--- config.mk ---
export PLATFORM = sky130hd
export DESIGN_NAME = cnn16_prog_loader
export DESIGN_NICKNAME = d
export VERILOG_FILES = /design/src/rtl/cnn16_prog_loader.sv
export SDC_FILE = /design/constraint.sdc
export NUM_CORES = 1
export LEC_CHECK = 0
export CELL_PAD_IN_SITES_DETAIL_PLACEMENT = 1
export CELL_PAD_IN_SITES_GLOBAL_PLACEMENT = 2
export CORE_UTILIZATION = 30
export DETAILED_ROUTE_END_ITERATION = 10
export GPL_TIMING_DRIVEN = 0
export PLACE_DENSITY_LB_ADDON = 0.2
export SETUP_SLACK_MARGIN = 0.15
export SLEW_MARGIN = 20
export SYNTH_ARGS = -nofsm -noshare
export SYNTH_HDL_FRONTEND = slang
export SYNTH_SLANG_ARGS = --single-unit
export TNS_END_PERCENT = 5
--- constraint.sdc ---
create_clock -name clkn -period 1.9 [get_ports clkn]
set_input_delay 0.19 -clock clkn [delete_from_list [all_inputs] [get_ports clkn]]
set_output_delay 0.19 -clock clkn [all_outputs]
set_load 0.005 [all_outputs]
--- src/rtl/cnn16_prog_loader.sv ---
// Program loader for the CNN_16 word RAM: pairs incoming bytes into 16-bit words and writes them at base+count.
// Optional trailing-checksum verification is built in when CNN16_LOADER_CHECKSUM_EN is defined.
module cnn16_prog_loader #(
  parameter int HI_FIRST = 1
) (
  input  logic        clkn,
  input  logic        rstn,
  input  logic        start,
  input  logic [11:0] base_adr,
  input  logic [11:0] len,
  input  logic [7:0]  rx_data,
  input  logic        rx_valid,
  output logic        rx_ready,
  output logic        sel_out,
  output logic        we_out,
  output logic [11:0] adr_out,
  output logic [15:0] data_out,
  output logic        busy,
  output logic        done,
  output logic        err
);

  typedef enum logic [2:0] {
    IDLE  = 3'd0,
    BYTE0 = 3'd1,
    BYTE1 = 3'd2,
    WRITE = 3'd3,
    FIN   = 3'd4
`ifdef CNN16_LOADER_CHECKSUM_EN
    ,
    CHK0  = 3'd5,
    CHK1  = 3'd6
`endif
  } state_e;

  state_e      state_q, state_d;
  logic [11:0] base_q, len_q, cnt_q, adr_q;
  logic [7:0]  byte_q;
  logic [15:0] data_q;
  logic [15:0] word_w;
  logic [11:0] cntInc_w;

  // The held byte and the byte on the bus form the word; order depends on HI_FIRST.
  assign word_w   = (HI_FIRST != 0) ? {byte_q, rx_data} : {rx_data, byte_q};
  assign cntInc_w = cnt_q + 12'd1;

  always_ff @(posedge clkn or negedge rstn) begin
    if (!rstn) state_q <= IDLE;
    else       state_q <= state_d;
  end

  always_comb begin
    state_d = state_q;
    case (state_q)
      IDLE:  if (start) state_d = (len == 12'd0) ? FIN : BYTE0;
      BYTE0: if (rx_valid) state_d = BYTE1;
      BYTE1: if (rx_valid) state_d = WRITE;
`ifdef CNN16_LOADER_CHECKSUM_EN
      WRITE: state_d = (cntInc_w == len_q) ? CHK0 : BYTE0;
      CHK0:  if (rx_valid) state_d = CHK1;
      CHK1:  if (rx_valid) state_d = FIN;
`else
      WRITE: state_d = (cntInc_w == len_q) ? FIN : BYTE0;
`endif
      FIN:   state_d = IDLE;
      default: state_d = IDLE;
    endcase
  end

  always_comb begin
    rx_ready = 1'b0;
    we_out   = 1'b0;
    done     = 1'b0;
    sel_out  = (state_q != IDLE);
    case (state_q)
      BYTE0, BYTE1: rx_ready = 1'b1;
`ifdef CNN16_LOADER_CHECKSUM_EN
      CHK0, CHK1:   rx_ready = 1'b1;
`endif
      WRITE:        we_out   = 1'b1;
      FIN:          done     = 1'b1;
      default:      ;
    endcase
  end

  assign busy     = sel_out;
  assign adr_out  = adr_q;
  assign data_out = data_q;

  // Address and word are registered as the second byte lands, so they are valid for the whole WRITE cycle and hold after it.
  always_ff @(posedge clkn or negedge rstn) begin
    if (!rstn) begin
      base_q <= '0;
      len_q  <= '0;
      cnt_q  <= '0;
      byte_q <= '0;
      adr_q  <= '0;
      data_q <= '0;
    end else begin
      case (state_q)
        IDLE: if (start) begin
          base_q <= base_adr;
          len_q  <= len;
          cnt_q  <= '0;
        end
        BYTE0: if (rx_valid) byte_q <= rx_data;
        BYTE1: if (rx_valid) begin
          adr_q  <= base_q + cnt_q;
          data_q <= word_w;
        end
        WRITE: cnt_q <= cntInc_w;
`ifdef CNN16_LOADER_CHECKSUM_EN
        CHK0: if (rx_valid) byte_q <= rx_data;
`endif
        default: ;
      endcase
    end
  end

`ifdef CNN16_LOADER_CHECKSUM_EN
  logic [15:0] sum_q;
  logic        err_q;

  // Running sum of written words; the error flag stays set until the next start.
  always_ff @(posedge clkn or negedge rstn) begin
    if (!rstn) begin
      sum_q <= '0;
      err_q <= 1'b0;
    end else begin
      case (state_q)
        IDLE:  if (start) begin
          sum_q <= '0;
          err_q <= 1'b0;
        end
        WRITE: sum_q <= sum_q + data_q;
        CHK1:  if (rx_valid) err_q <= (word_w != sum_q);
        default: ;
      endcase
    end
  end

  assign err = err_q;
`else
  assign err = 1'b0;
`endif

endmodule
==> results.toml <==
[status]
outcome = "complete, but fails checks"
failed_checks = "setup timing"

[layout]
syn_to_final_growth_pct = 41.7
final_cells = 675
layout.nets = 547
diodes = 0
drive_gt1_share_pct = 26.0

[floorplan]
row_count = 41
start_util_pct = 31.1
die-area_um2 = 13700
core_um2 = 12700
die_w_um = 117
ios = 70
die_y_um = 117

[synth]
synth_top_family_by_area = "simple AND/OR/NAND/NOR gates"
synth_fp_nets = 446
syn_avg_cell_area_um2 = 9.97
synth-compound-area-share_pct = 11.2
synth-main-ff-cell = "dfrtp_1"
synth_edf_count = 0
synth_xor_area_share_pct = 4.65
ys_async_sr_fraction_pct = 100
synth-seq-cells = 75
synthAdderAreaFrac_pct = 4.30
syn_area_um2 = 3960
yosysWarnings = 0
seq_area_frac_synth_pct = 47.4
yosys.area_share.simple_pct = 19.3
ys_types = 58
synthMuxAreaShare_pct = 9.07
synthesis.instances = 397

[cts]
clockRootBuffer = "clkbuf_16"
path_clk_slew_ns = 0.06
clock_sinks = 75
cts_tree = "done"
insertion_delay_ns = 0.35
ctsLongestPathBuffers = 2
h-tree-depth = 3
numCtsBuffers = 9

[detailed_routing]
drt-pass1-iter-count = 4
vias = 3272
drt_iter0_markers = 134
wl_per_cell_um = 16.1
remaining_drc_errors = 0
vias_per_cell = 4.85
drtAntennaViolNets = 0
wirelength_um = 10900

[flow_run]
cap_violations = 0

[worst_setup_path]
cp.required_ns = 2.13
crit_type = "flip-flop to flip-flop"
startpoint_type = "flip-flop"
end_kind = "flip-flop"
cp_max_fo = 4
arrival_ns = 2.14

[sta]
finalWorstSetupSlack_ns = -0.00747
final-hold-violation-count = 0
setup_violations = 3
finClkSkew_ns = 0.00859
drv_slew = 0
final.period_utilization_pct = 100
rsz0062_at_grt = "true"
finalCriticalPeriod_ns = 1.91
max_freq_mhz = 524
tightest_slew_ns = 0.826
worst_slew_margin_rel_pct = 44.7

[pwr]
power.leakage_nw = 2.41
ir_worst_vdd_mv = 0.489
power_density_nw_per_um2 = 1420

[placement]
placed_cells = 638
io_buffers = 68
pre_cts_ws_ns = -0.346
hpwl_um = 7730
place.gp.congestion = 0.765

[global_route]
grt_pass1_wl_um = 17900
gr-total-overflow = 0
grt_pass1_vias = 3454
antenna_found_initial = 0
grt_max_degree = 47
globalRouteTotalUtil_pct = 17.6

[hold_path]
min_path_type = "input pin to async pin"
registers in the layout, summed over array words and instances, names as in the netlist:
register,count
data_out,16
adr_out,12
base_q,12
cnt_q,12
len_q,12
byte_q,8
state_q,3
cell families (layout without fill, tap and decap cells):
| logic type | after synthesis | in the layout |
|---|---|---|
| other | 1 | 1 |
| AND/OR/NAND/NOR | 152 | 152 |
| multiplexers | 32 | 32 |
| flip-flops | 75 | 75 |
| AO/OA/AOI/OAI | 72 | 72 |
| XOR/XNOR | 21 | 21 |
| buffers and inverters | 31 | 137 |
| adder cells (fa/ha/maj) | 13 | 13 |
critical path, cell delays in order, from the launching register on:
cell and delay, ns:
dfrtp_2 0.45, ha_1 0.29, a21oi_1 0.26, o21ai_2 0.13, buf_4 0.15, o21ai_0 0.17, nand2b_1 0.09, xnor2_1 0.16
o21ai_0 0.09
routing by layer:
layer | vias up | GRT usage [%] | share of wire (%)
met2 | 56 | 30.5 | 50
li1 | 1594 | - | -
met4 | 0 | 7.09 | 1.3
met3 | 9 | 3.19 | 3.1
met5 | - | 0 | 0
met1 | 1613 | 21.7 | 46
worst paths after layout:
path                        startpoint            to  slack [ns]  cells past startpoint
setup / recovery              cnt_q[1]    adr_out[5]      -0.007                      8
hold / removal                    rstn  data_out[12]        0.39                      2
setup reg to reg              cnt_q[1]    adr_out[5]      -0.007                      8
hold reg to reg              byte_q[6]  data_out[14]        0.47                      2
max in group asynchronous         rstn    state_q[0]        0.90                      3
min in group clkn          base_adr[1]     base_q[1]        0.40                      3
cells in the mapped netlist, drive strengths merged (2+ instances only):
cell | number | area, µm²
ha | 12 | 150
nor4 | 5 | 37.5
or3b | 2 | 17.5
nor2 | 15 | 56.3
nand2 | 79 | 297
a211oi | 3 | 22.5
xor2 | 8 | 70.1
and3 | 5 | 38.8
nor3b | 5 | 42.5
nor4b | 2 | 17.5
buf | 15 | 98.8
clkbuf | 6 | 23.8
o21ai | 29 | 145
and4 | 2 | 20.0
a21oi | 11 | 55.1
nor3 | 8 | 50.1
nand3 | 10 | 55.1
o31ai | 7 | 52.6
o22ai | 4 | 25.0
or2 | 2 | 12.5
nor2b | 2 | 12.5
and2 | 3 | 18.8
o21a | 5 | 37.5
o211ai | 3 | 22.5
mux2 | 31 | 349
nand4 | 5 | 31.3
a31oi | 2 | 12.5
xnor2 | 13 | 114
a21o | 2 | 15.0
dfrtp | 75 | 1880
inv | 10 | 37.5
nand2b | 4 | 32.5
cells in the final DEF, fill, tap and decap left out, types with 6 or more instances in the layout:
| cell | netlist | routed |
|---|---|---|
| buf_4 | 7 | 27 |
| xnor2_1 | 13 | 13 |
| inv_1 | 10 | 9 |
| o31ai_1 | 7 | 7 |
| nand3_1 | 9 | 9 |
| clkbuf_16 | 0 | 9 |
| clkdlybuf4s50_1 | 0 | 64 |
| xor2_1 | 8 | 8 |
| dfrtp_1 | 75 | 71 |
| ha_1 | 12 | 6 |
| nor2_1 | 15 | 14 |
| buf_6 | 1 | 7 |
| a21oi_1 | 11 | 10 |
| o21ai_0 | 28 | 23 |
| mux2_2 | 31 | 31 |
| nand2_1 | 79 | 79 |
timing repair:
item                                   CTS  global route
endpoints found under the hold margin   45             0
resized for setup                       58            17
cloned                                   0             0
buffers inserted                        10            10
hold buffers                             1             0
pin swaps                               12             9
setup endpoints to repair               71            66
through the flow:
step | TNS [ns] | utilization (%) | power (mW) | instance area, µm² | hold WS, ns
final | -0.0141 | 44.1 | 7.99 | 5610 | 0.392
after global placement | -166.12 | 38.2 | 5.75 | 4870 | 0.446
after CTS | -0.116 | 43.0 | 8.00 | 5470 | 0.395
after global routing | -0.639 | 44.1 | 8.59 | 5610 | 0.434
after floorplan | 0 | - | 4.54 | 3970 | -0.106
after detailed placement | -7.72 | 38.4 | 5.89 | 4880 | 0.253
layout make-up:
type	instances	area, µm²
timing repair buffer	90	858
sequential	75	1880
tap	172	215
multi-input combinational	291	2110
fill	1446	7120
clock buffer	9	225
inverter	10	37.5
clock inverter	7	75.1
buffer	21	206
power breakdown:
part | switching (mW) | leakage (nW) | internal, mW | total [mW]
Sequential | 0.471 | 0.925 | 2.28 | 2.75
Clock | 0.750 | 0.138 | 1.02 | 1.77
Combinational | 1.52 | 1.35 | 1.94 | 3.46
Note: power is estimated with default switching activity, not from simulation.
